### src/rtl/mem_bist_master.sv
`default_nettype none
// ============================================================================
// Module      : mem_bist_master
// Description : Initiator-side BIST engine for a single-port register-file
//               memory (synchronous write, registered read data). Runs a
//               two-phase write / read-back march. Phase 0 writes
//               SEED ^ addr to every word and reads it back. Phase 1 does
//               the same with the inverted pattern. It reports pass/fail,
//               the first failing location and a saturating error count.
// Ports       : clk, reset          clock, synchronous active-high reset
//               start_i             one-cycle request, honoured only in IDLE
//               mem_rd_en_o         read strobe to memory
//               mem_wr_en_o         write strobe to memory
//               mem_address_o       memory address
//               mem_w_data_o        memory write data
//               mem_r_data_i        memory registered read data
//               busy_o              test in progress
//               done_o              one-cycle completion pulse
//               pass_o              last run had zero mismatches
//               fail_valid_o        at least one mismatch recorded
//               fail_addr_o         address of first mismatch
//               fail_data_o         observed data at first mismatch
//               fail_phase_o        phase of first mismatch
//               err_count_o         saturating mismatch count
// Revision    : 1.0 - initial release
// ============================================================================
module mem_bist_master #(
    parameter int                ADDR_W = 2,
    parameter int                DATA_W = 8,
    parameter logic [DATA_W-1:0] SEED   = 8'hA5,
    parameter int                ERR_W  = 8
) (
    input  logic              clk,
    input  logic              reset,
    input  logic              start_i,
    output logic              mem_rd_en_o,
    output logic              mem_wr_en_o,
    output logic [ADDR_W-1:0] mem_address_o,
    output logic [DATA_W-1:0] mem_w_data_o,
    input  logic [DATA_W-1:0] mem_r_data_i,
    output logic              busy_o,
    output logic              done_o,
    output logic              pass_o,
    output logic              fail_valid_o,
    output logic [ADDR_W-1:0] fail_addr_o,
    output logic [DATA_W-1:0] fail_data_o,
    output logic              fail_phase_o,
    output logic [ERR_W-1:0]  err_count_o
);

    localparam logic [1:0] ST_IDLE  = 2'd0;
    localparam logic [1:0] ST_WRITE = 2'd1;
    localparam logic [1:0] ST_READ  = 2'd2;
    localparam logic [1:0] ST_DRAIN = 2'd3;

    // Phase-dependent test pattern: SEED ^ addr, inverted in phase 1.
    function automatic logic [DATA_W-1:0] pat(input logic ph, input logic [ADDR_W-1:0] a);
        logic [DATA_W-1:0] v;
        v = SEED ^ DATA_W'(a);
        return ph ? ~v : v;
    endfunction

    logic [1:0]        state_q,  state_d;
    logic              phase_q,  phase_d;
    logic              rd_en_q,  rd_en_d;
    logic              wr_en_q,  wr_en_d;
    logic [ADDR_W-1:0] addr_q,   addr_d;
    logic [DATA_W-1:0] wdata_q,  wdata_d;
    logic              busy_q,   busy_d;
    logic              done_q,   done_d;
    logic              pass_q,   pass_d;
    logic              fv_q,     fv_d;
    logic [ADDR_W-1:0] faddr_q,  faddr_d;
    logic [DATA_W-1:0] fdata_q,  fdata_d;
    logic              fphase_q, fphase_d;
    logic [ERR_W-1:0]  err_q,    err_d;

    // Compare pipeline. Stage 0 is loaded together with the read strobe.
    // Stage 1 lines up with the cycle in which the memory presents the
    // registered data, so the compare happens two edges after the strobe.
    logic              p0_valid_q, p0_valid_d;
    logic [ADDR_W-1:0] p0_addr_q,  p0_addr_d;
    logic [DATA_W-1:0] p0_exp_q,   p0_exp_d;
    logic              p1_valid_q;
    logic [ADDR_W-1:0] p1_addr_q;
    logic [DATA_W-1:0] p1_exp_q;

    logic w_mismatch;
    logic w_addr_last;

    assign w_mismatch  = p1_valid_q && (mem_r_data_i != p1_exp_q);
    assign w_addr_last = &addr_q;

    always_comb begin
        state_d    = state_q;
        phase_d    = phase_q;
        rd_en_d    = rd_en_q;
        wr_en_d    = wr_en_q;
        addr_d     = addr_q;
        wdata_d    = wdata_q;
        busy_d     = busy_q;
        done_d     = 1'b0;
        pass_d     = pass_q;
        fv_d       = fv_q;
        faddr_d    = faddr_q;
        fdata_d    = fdata_q;
        fphase_d   = fphase_q;
        err_d      = err_q;
        p0_valid_d = 1'b0;
        p0_addr_d  = p0_addr_q;
        p0_exp_d   = p0_exp_q;

        // Compares only happen mid-run, so phase_q is still the phase the
        // read was issued in (the phase flips on the last compare's edge).
        if (w_mismatch) begin
            if (err_q != {ERR_W{1'b1}}) begin
                err_d = err_q + 1'b1;
            end
            if (!fv_q) begin
                fv_d     = 1'b1;
                faddr_d  = p1_addr_q;
                fdata_d  = mem_r_data_i;
                fphase_d = phase_q;
            end
        end

        case (state_q)
            ST_IDLE: begin
                rd_en_d = 1'b0;
                wr_en_d = 1'b0;
                addr_d  = '0;
                wdata_d = '0;
                if (start_i) begin
                    state_d  = ST_WRITE;
                    phase_d  = 1'b0;
                    busy_d   = 1'b1;
                    wr_en_d  = 1'b1;
                    wdata_d  = pat(1'b0, '0);
                    pass_d   = 1'b0;
                    fv_d     = 1'b0;
                    faddr_d  = '0;
                    fdata_d  = '0;
                    fphase_d = 1'b0;
                    err_d    = '0;
                end
            end
            ST_WRITE: begin
                if (w_addr_last) begin
                    state_d    = ST_READ;
                    wr_en_d    = 1'b0;
                    rd_en_d    = 1'b1;
                    addr_d     = '0;
                    wdata_d    = '0;
                    p0_valid_d = 1'b1;
                    p0_addr_d  = '0;
                    p0_exp_d   = pat(phase_q, '0);
                end else begin
                    addr_d  = addr_q + 1'b1;
                    wdata_d = pat(phase_q, addr_q + 1'b1);
                end
            end
            ST_READ: begin
                if (w_addr_last) begin
                    state_d = ST_DRAIN;
                    rd_en_d = 1'b0;
                    addr_d  = '0;
                end else begin
                    addr_d     = addr_q + 1'b1;
                    p0_valid_d = 1'b1;
                    p0_addr_d  = addr_q + 1'b1;
                    p0_exp_d   = pat(phase_q, addr_q + 1'b1);
                end
            end
            ST_DRAIN: begin
                // The final read's compare lands on this exit edge, so the
                // next phase's first write never races a pending read.
                if (!phase_q) begin
                    state_d = ST_WRITE;
                    phase_d = 1'b1;
                    wr_en_d = 1'b1;
                    addr_d  = '0;
                    wdata_d = pat(1'b1, '0);
                end else begin
                    state_d = ST_IDLE;
                    busy_d  = 1'b0;
                    done_d  = 1'b1;
                    pass_d  = (err_d == '0);
                end
            end
            default: begin
                state_d = ST_IDLE;
                rd_en_d = 1'b0;
                wr_en_d = 1'b0;
                addr_d  = '0;
                wdata_d = '0;
                busy_d  = 1'b0;
            end
        endcase
    end

    always_ff @(posedge clk) begin
        if (reset) begin
            state_q    <= ST_IDLE;
            phase_q    <= 1'b0;
            rd_en_q    <= 1'b0;
            wr_en_q    <= 1'b0;
            addr_q     <= '0;
            wdata_q    <= '0;
            busy_q     <= 1'b0;
            done_q     <= 1'b0;
            pass_q     <= 1'b0;
            fv_q       <= 1'b0;
            faddr_q    <= '0;
            fdata_q    <= '0;
            fphase_q   <= 1'b0;
            err_q      <= '0;
            p0_valid_q <= 1'b0;
            p0_addr_q  <= '0;
            p0_exp_q   <= '0;
            p1_valid_q <= 1'b0;
            p1_addr_q  <= '0;
            p1_exp_q   <= '0;
        end else begin
            state_q    <= state_d;
            phase_q    <= phase_d;
            rd_en_q    <= rd_en_d;
            wr_en_q    <= wr_en_d;
            addr_q     <= addr_d;
            wdata_q    <= wdata_d;
            busy_q     <= busy_d;
            done_q     <= done_d;
            pass_q     <= pass_d;
            fv_q       <= fv_d;
            faddr_q    <= faddr_d;
            fdata_q    <= fdata_d;
            fphase_q   <= fphase_d;
            err_q      <= err_d;
            p0_valid_q <= p0_valid_d;
            p0_addr_q  <= p0_addr_d;
            p0_exp_q   <= p0_exp_d;
            p1_valid_q <= p0_valid_q;
            p1_addr_q  <= p0_addr_q;
            p1_exp_q   <= p0_exp_q;
        end
    end

    assign mem_rd_en_o   = rd_en_q;
    assign mem_wr_en_o   = wr_en_q;
    assign mem_address_o = addr_q;
    assign mem_w_data_o  = wdata_q;
    assign busy_o        = busy_q;
    assign done_o        = done_q;
    assign pass_o        = pass_q;
    assign fail_valid_o  = fv_q;
    assign fail_addr_o   = faddr_q;
    assign fail_data_o   = fdata_q;
    assign fail_phase_o  = fphase_q;
    assign err_count_o   = err_q;

endmodule
`default_nettype wire
### config.mk
export PLATFORM = sky130hd
export DESIGN_NAME = mem_bist_master
export DESIGN_NICKNAME = d
export VERILOG_FILES = /design/src/rtl/mem_bist_master.sv
export SDC_FILE = /design/constraint.sdc
export NUM_CORES = 1
export LEC_CHECK = 0
export CAP_MARGIN = 15
export CORE_MARGIN = 2
export CORE_UTILIZATION = 39
export CTS_CLUSTER_SIZE = 8
export DETAILED_ROUTE_END_ITERATION = 12
export HOLD_SLACK_MARGIN = 0.12
export MAX_ROUTING_LAYER = met4
export PLACE_DENSITY = 0.69
export SETUP_SLACK_MARGIN = 0.1
export SLEW_MARGIN = 10
export SYNTH_ARGS = -nofsm -noshare
export SYNTH_HDL_FRONTEND = slang
export SYNTH_SLANG_ARGS = --single-unit
### constraint.sdc
create_clock -name clk -period 2.3 [get_ports clk]
set_clock_uncertainty 0.15 [all_clocks]
set_input_delay 0.23 -clock clk [delete_from_list [all_inputs] [get_ports clk]]
set_output_delay 0.23 -clock clk [all_outputs]
set_load 0.02 [all_outputs]
==> flow_summary_export.csv, run 1 <==
group,metric,value,unit
logic_synthesis,synthCells,248,
sta,setup_viol,0,
drt,routed_via_density,5.00,
clock_network,cts_tree,"yes",
sta,period_share,0.877,
clock_network,clkSinkCount,48,
min_path,whs_path_depth,4,
drt,postRouteAntennaNets,0,
floorplanning,die_w,78.8,um
place,dp_hpwl,3310,um
logic_synthesis,synthArstFlopShare,0,
min_path,worstHoldStart,"mem_r_data_i[6]",
setup_path,crit_path_max_incr_delay,0.53,ns
setup_path,cp-end-kind,"register",
drt,drt-initial-drc-count,82,
logic_synthesis,synth_top_family_by_area,"simple AND/OR/NAND/NOR gates",
logic_synthesis,ys_seq_area_frac,0.440,
place,dpl_cell_area,0.00276,sq mm
run_status,status,"completed",
setup_path,crit_required,2.35,ns
logic_synthesis,synth_cell_types,40,
logic_synthesis,syn_avg_cell_area,8.80,sq um
setup_path,crit_type,"in2reg",
sta,slew_headroom,0.612,
logic_synthesis,synth_compound_area_frac,0.139,
drt,routed_wl,4630,um
logic_synthesis,syn_area,0.00218,sq mm
layout,final_area,0.00291,sq mm
setup_path,r2r_setup_slack,0.29,ns
place,portBuffers,45,
clock_network,clock_latency,0.30,ns
layout,area_delta_synth_final,33.4,%
min_path,holdPathEnd,"fail_data_o[6]$_SDFF_PP0_",
grt,gr-usage-all-layers,0.165,
layout,final_common_cell,"dfxtp_1",
logic_synthesis,yosysWarnings,0,
grt,grt_max_degree,19,
drt,wl_per_cell,12.4,um
setup_path,regToRegEndpoint,"pass_o$_SDFFE_PP0P_",
drt,via_count,1869,
logic_synthesis,synth_ff_type,"dfxtp_1",
logic_synthesis,synth-adder-area-share,0.0344,
floorplanning,rows,27,
setup_path,crit_path_top_delay_cell,"or4_1",
logic_synthesis,synth_edf_count,0,
setup_path,critPathArrivalTime,2.07,ns
grt,grt_pass1_vias,1794,
setup_path,start_kind,"primary input",
sta,fin_crit,2.02,ns
layout,drive_gt1_frac,0.109,
layout,multi_input_area,0.00115,sq mm
setup_path,r2r_start,"p1_exp_q[6]$_SDFF_PP0_",
grt,grt_pass1_wl,8160,um
clock_network,htreeDepth,2,
layout,nets,318,
clock_network,cts_buffers,5,
layout,num-fill-cells,514,
grt,antenna_found_initial,0,
drt,drc,0,
logic_synthesis,yosys.area_share.simple,0.229,
sta,max_freq,0.496,GHz
sta,slew_viol_final,0,
layout,antenna-diode-count,0,
power_and_ir_drop,p_leak,1.07,nW
setup_path,worstPathMaxFanout,6,
floorplanning,io_pins,46,
power_and_ir_drop,vdd_drop_max,606,uV
sta,finalHoldViolCount,0,
layout,final_cells,374,
logic_synthesis,synth-seq-cells,48,
sta,rsz0062_at_grt,"false",
place,place_inst,363,
clock_network,clk_path_buf_depth,2,
floorplanning,core_area,0.00547,sq mm
logic_synthesis,synth_fp_nets,265,
setup_path,cp_cell_sequence,"clkdlybuf4s50_1 -> or4_1 -> nand2_1 -> a21oi_2 -> and3b_1 -> o2111ai_2 -> o21ai_1",
power_and_ir_drop,p_per_area,864,mW/mm^2
drt,drt_first_pass_iters,4,
layout,register_area,962,sq um
clock_network,clk_pin_slew_worst_paths,0.09,ns
floorplanning,die_area,0.00621,sq mm
logic_synthesis,synthXorXnorAreaFrac,0.0321,
run,drv_cap,0,
sta,tightest_slew,0.582,ns
setup_path,critPathLaunch,"mem_r_data_i[2]",
place,gp_congestion,0.875,
min_path,hold_class,"in2reg",
setup_path,reg2regPathDepth,7,
floorplanning,initial_core_util,0.399,
grt,overflow,0,
logic_synthesis,synthMuxAreaShare,0.0825,
layout,final_cell_mix,"47 x dfxtp_1, 42 x clkdlybuf4s50_1, 39 x nor2_1",
clock_network,root_buffer,"clkbuf_8",
floorplanning,die_h,78.8,um
==> stage by stage <==
stage / worst slack (ns) / utilization / total power [W] / hold slack, ns / setup TNS, ns
floorplan: 0.321 / - / 0.00169 / 0.227 / 0
CTS: 0.170 / 0.525 / 0.00253 / 0.305 / 0
global route: 0.123 / 0.532 / 0.00271 / 0.199 / 0
detailed placement: -0.297 / 0.504 / 0.00199 / 0.301 / -3.03
global placement: -0.248 / 0.504 / 0.00197 / 0.266 / -2.42
finish: 0.282 / 0.532 / 0.00252 / 0.159 / 0
==> synth_stat cells, types with 2 or more instances <==
| master | instances | share of area |
|---|---|---|
| nand2_1 | 17 | 0.029 |
| nand4_1 | 4 | 0.011 |
| inv_1 | 6 | 0.010 |
| ha_1 | 6 | 0.034 |
| nand2b_1 | 6 | 0.017 |
| xor2_1 | 4 | 0.016 |
| nor2_1 | 39 | 0.067 |
| and3b_1 | 2 | 0.0080 |
| nor2b_1 | 11 | 0.032 |
| nor3_1 | 4 | 0.0092 |
| nand3_1 | 6 | 0.014 |
| dfxtp_1 | 48 | 0.44 |
| a31oi_1 | 3 | 0.0086 |
| a211oi_1 | 5 | 0.017 |
| mux2i_1 | 18 | 0.083 |
| clkbuf_1 | 9 | 0.015 |
| a311oi_1 | 2 | 0.0080 |
| buf_4 | 5 | 0.017 |
| o21ai_0 | 10 | 0.023 |
| and3_1 | 2 | 0.0057 |
| xnor2_1 | 4 | 0.016 |
| a21boi_0 | 2 | 0.0069 |
| nand3b_1 | 2 | 0.0069 |
| o211ai_1 | 2 | 0.0069 |
| a21oi_1 | 16 | 0.037 |
==> registers in the layout, indices dropped and copies added, names as in the netlist, 2 cells and up <==
register       cells
state_q            2
mem_address_o      2
p1_addr_q          2
mem_w_data_o       4
err_count_o        8
p0_exp_q           4
fail_addr_o        2
p1_exp_q           4
p0_addr_q          2
fail_data_o        8
==> worst max-delay path: cells and delay by family <==
| family | cells | cell delay (ns) |
|---|---|---|
| compound gates | 3 | 0.40 |
| buf+inv | 1 | 0.43 |
| simple gates | 3 | 0.99 |
==> layout make-up <==
type	count	area share
clock buffer	6	0.0284
timing repair buffer	60	0.202
clock inverter	2	0.00473
multi-input combinational	180	0.395
tap	72	0.0309
inverter	6	0.00774
sequential	48	0.330
==> where the power goes <==
part / internal [W] / switching, W
Sequential: 0.000950 / 0.0000873
Clock: 0.000246 / 0.000289
Combinational: 0.000434 / 0.000509
Total: 0.00163 / 0.000885
==> routing by layer <==
metal  global-route usage  wire length, um
met4               0.0586               57
met3               0.0318              213
met2                0.257             2090
met5                    -                0
met1                0.216             2270
==> cell families (layout without fill, tap and decap cells) <==
| kind of cell | Yosys count | count (layout) |
|---|---|---|
| flops | 48 | 48 |
| xor+xnor | 8 | 8 |
| simple gates | 101 | 101 |
| compound gates | 47 | 47 |
| mux | 18 | 18 |
| fa+ha+maj | 6 | 6 |
| buf+inv | 20 | 74 |
==> worst max-delay path by stage <==
stage | slack (ns) | endpoint | depth (start not counted)
global placement | -0.25 | pass_o$_SDFFE_PP0P_ | 7
CTS | 0.17 | pass_o$_SDFFE_PP0P_ | 8
detailed placement | -0.30 | pass_o$_SDFFE_PP0P_ | 7
global route | 0.12 | p0_exp_q[5]$_SDFFE_PP0P_ | 6
floorplan | 0.32 | pass_o$_SDFFE_PP0P_ | 6
finish | 0.28 | pass_o$_SDFFE_PP0P_ | 7
==> timing repair <==
item,4_1_cts,5_1_grt
cloned,0,0
resized for setup,0,10
buffers inserted,2,0
endpoints found under the setup margin,1,7
hold buffers,0,1
endpoints found under the hold margin,0,1
pin swaps,1,5
Power figures use the tool's default switching activity.
==> inputs of run 2 (changes only) <==
--- a/config.mk
+++ b/config.mk
@@ -5,7 +5,7 @@
 export SDC_FILE = /design/constraint.sdc
 export NUM_CORES = 1
 export LEC_CHECK = 0
-export CAP_MARGIN = 15
+export CAP_MARGIN = 20
 export CORE_MARGIN = 2
 export CORE_UTILIZATION = 39
 export CTS_CLUSTER_SIZE = 8
==> constraint.sdc (replaced) <==
create_clock -name clk -period 2.1 [get_ports clk]
set_clock_uncertainty 0.15 [all_clocks]
set_input_delay 0.21 -clock clk [delete_from_list [all_inputs] [get_ports clk]]
set_output_delay 0.21 -clock clk [all_outputs]
set_load 0.02 [all_outputs]
==> run 2 against run 1 <==
Combinational power is 13% higher; sequential share of layout area is 0.64 points lower; critical path type is now reg2reg; power is 12% higher.
==> flow_summary_export.csv, run 2 (synthesis results as in run 1) <==
group,metric,value,unit
run_status,status,"completed",
min_path,worstHoldStart,"mem_r_data_i[3]",
grt,grt_max_degree,19,
clock_network,clock_latency,0.31,ns
setup_path,critPathLaunch,"p1_exp_q[6]$_SDFF_PP0_",
setup_path,worstPathMaxFanout,4,
sta,period_share,0.925,
power_and_ir_drop,p_per_area,945,mW/mm^2
floorplanning,initial_core_util,0.399,
power_and_ir_drop,vdd_drop_max,588,uV
place,gp_congestion,0.845,
place,dp_hpwl,3410,um
clock_network,htreeDepth,2,
power_and_ir_drop,pwr-share-comb,0.383,
setup_path,start_kind,"register",
power_and_ir_drop,p_sw_frac,0.351,
grt,grt_pass1_vias,1818,
layout,final_common_cell,"dfxtp_1",
drt,via_count,1866,
drt,routed_via_density,4.91,
layout,final_cell_mix,"47 x dfxtp_1, 42 x clkdlybuf4s50_1, 39 x nor2_1",
grt,grt_pass1_wl,8260,um
drt,drc,0,
setup_path,crit_required,2.16,ns
drt,routed_wl,4720,um
floorplanning,io_pins,46,
layout,nets,324,
floorplanning,die_area,0.00621,sq mm
clock_network,cts_buffers,5,
sta,slew_headroom,0.609,
drt,drt_first_pass_iters,4,
sta,rsz0062_at_grt,"true",
power_and_ir_drop,pwr-share-clk,0.212,
place,portBuffers,45,
power_and_ir_drop,p_switching,0.000986,W
layout,num-fill-cells,525,
sta,fin_crit,1.94,ns
sta,setup_viol,0,
power_and_ir_drop,finalPower,0.00281,W
floorplanning,die_h,78.8,um
sta,tightest_slew,0.585,ns
setup_path,crit_type,"reg2reg",
clock_network,clkSinkCount,48,
power_and_ir_drop,internal-power,0.00182,W
run,drv_cap,0,
clock_network,root_buffer,"clkbuf_8",
floorplanning,rows,27,
clock_network,clk_path_buf_depth,2,
setup_path,r2r_start,"p1_exp_q[6]$_SDFF_PP0_",
layout,multi_input_area,0.00116,sq mm
setup_path,critPathArrivalTime,2.00,ns
drt,drt-initial-drc-count,56,
grt,overflow,0,
clock_network,cts_tree,"yes",
power_and_ir_drop,p_leak,1.09,nW
layout,register_area,962,sq um
drt,wl_per_cell,12.4,um
min_path,hold_class,"in2reg",
floorplanning,die_w,78.8,um
sta,slew_viol_final,0,
sta,finalHoldViolCount,0,
sta,finalSetupTns,0,ns
power_and_ir_drop,pwr-share-seq,0.405,
setup_path,cp-end-kind,"register",
floorplanning,core_area,0.00547,sq mm
layout,antenna-diode-count,0,
grt,gr-usage-all-layers,0.169,
clock_network,clk_pin_slew_worst_paths,0.09,ns
sta,max_freq,0.515,GHz
grt,antenna_found_initial,0,
layout,drive_gt1_frac,0.127,
layout,area_delta_synth_final,36.0,%
drt,postRouteAntennaNets,0,
-- run 2: cell types whose count changed in the layout (fill, tap and decap cells not counted), sizes merged --
cell | before | now
buf | 14 | 21
dlygate4sd3 | 1 | 0
dlygate4sd2 | 0 | 3
dlymetal6s2s | 3 | 0
-- run 2: final cells by class --
cell class | count | area share
flip-flops and latches | 48 | 0.324
multi-input cells | 180 | 0.391
repair buffers | 66 | 0.214
clock inverters | 2 | 0.00464
well taps | 72 | 0.0303
inverters | 6 | 0.00759
clock buffers | 6 | 0.0278
-- run 2: per-stage QoR --
stage	area [sq um]	cells	utilization	hold WS (ns)	worst slack (ns)
floorplan	2180	248	-	0.207	0.121
global placement	2830	370	0.516	0.266	-0.423
detailed placement	2830	370	0.516	0.279	-0.455
CTS	2960	380	0.540	0.169	0.115
global route	2970	380	0.543	0.189	0.0439
finish	2970	380	0.543	0.186	0.157
-- run 2: layer usage --
metal,global-route usage,wire length [um]
met5,-,0
met4,0.0655,61
met3,0.0477,223
met2,0.259,2100
met1,0.214,2340
-- run 2: power groups by stage --
| stage | registers, W | clock network, W | logic [W] |
|---|---|---|---|
| 2_1_floorplan | 0.00122 | 0 | 0.000629 |
| 3_3_place_gp | 0.00115 | 0 | 0.00105 |
| 3_5_place_dp | 0.00116 | 0 | 0.00106 |
| 4_1_cts | 0.00114 | 0.000617 | 0.00107 |
| 5_1_grt | 0.00116 | 0.000646 | 0.00120 |
| 6_report | 0.00114 | 0.000595 | 0.00107 |
-- run 2: final timing paths --
| kind | slack, ns | to | depth (start not counted) |
|---|---|---|---|
| worst max-delay path | 0.16 | pass_o$_SDFFE_PP0P_ | 7 |
| worst max register to register | 0.16 | pass_o$_SDFFE_PP0P_ | 7 |
| worst min-delay path | 0.19 | fail_data_o[3]$_SDFF_PP0_ | 3 |
| worst min register to register | 0.29 | p1_valid_q$_SDFF_PP0_ | 1 |
-- run 2: repair_timing --
item	4_1_cts	5_1_grt
hold buffers	0	0
pin swaps	7	0
gates resized for setup	8	5
buffers inserted	2	0
endpoints found under the setup margin	19	20
-- run 2: worst max-delay path, stage by stage, from the launching register on --
cell	delay (ns)
dfxtp_2	0.33
or4_4	0.42
a211oi_4	0.27
buf_6	0.16
a21oi_4	0.07
and3b_1	0.20
o2111ai_1	0.17
o21ai_1	0.09
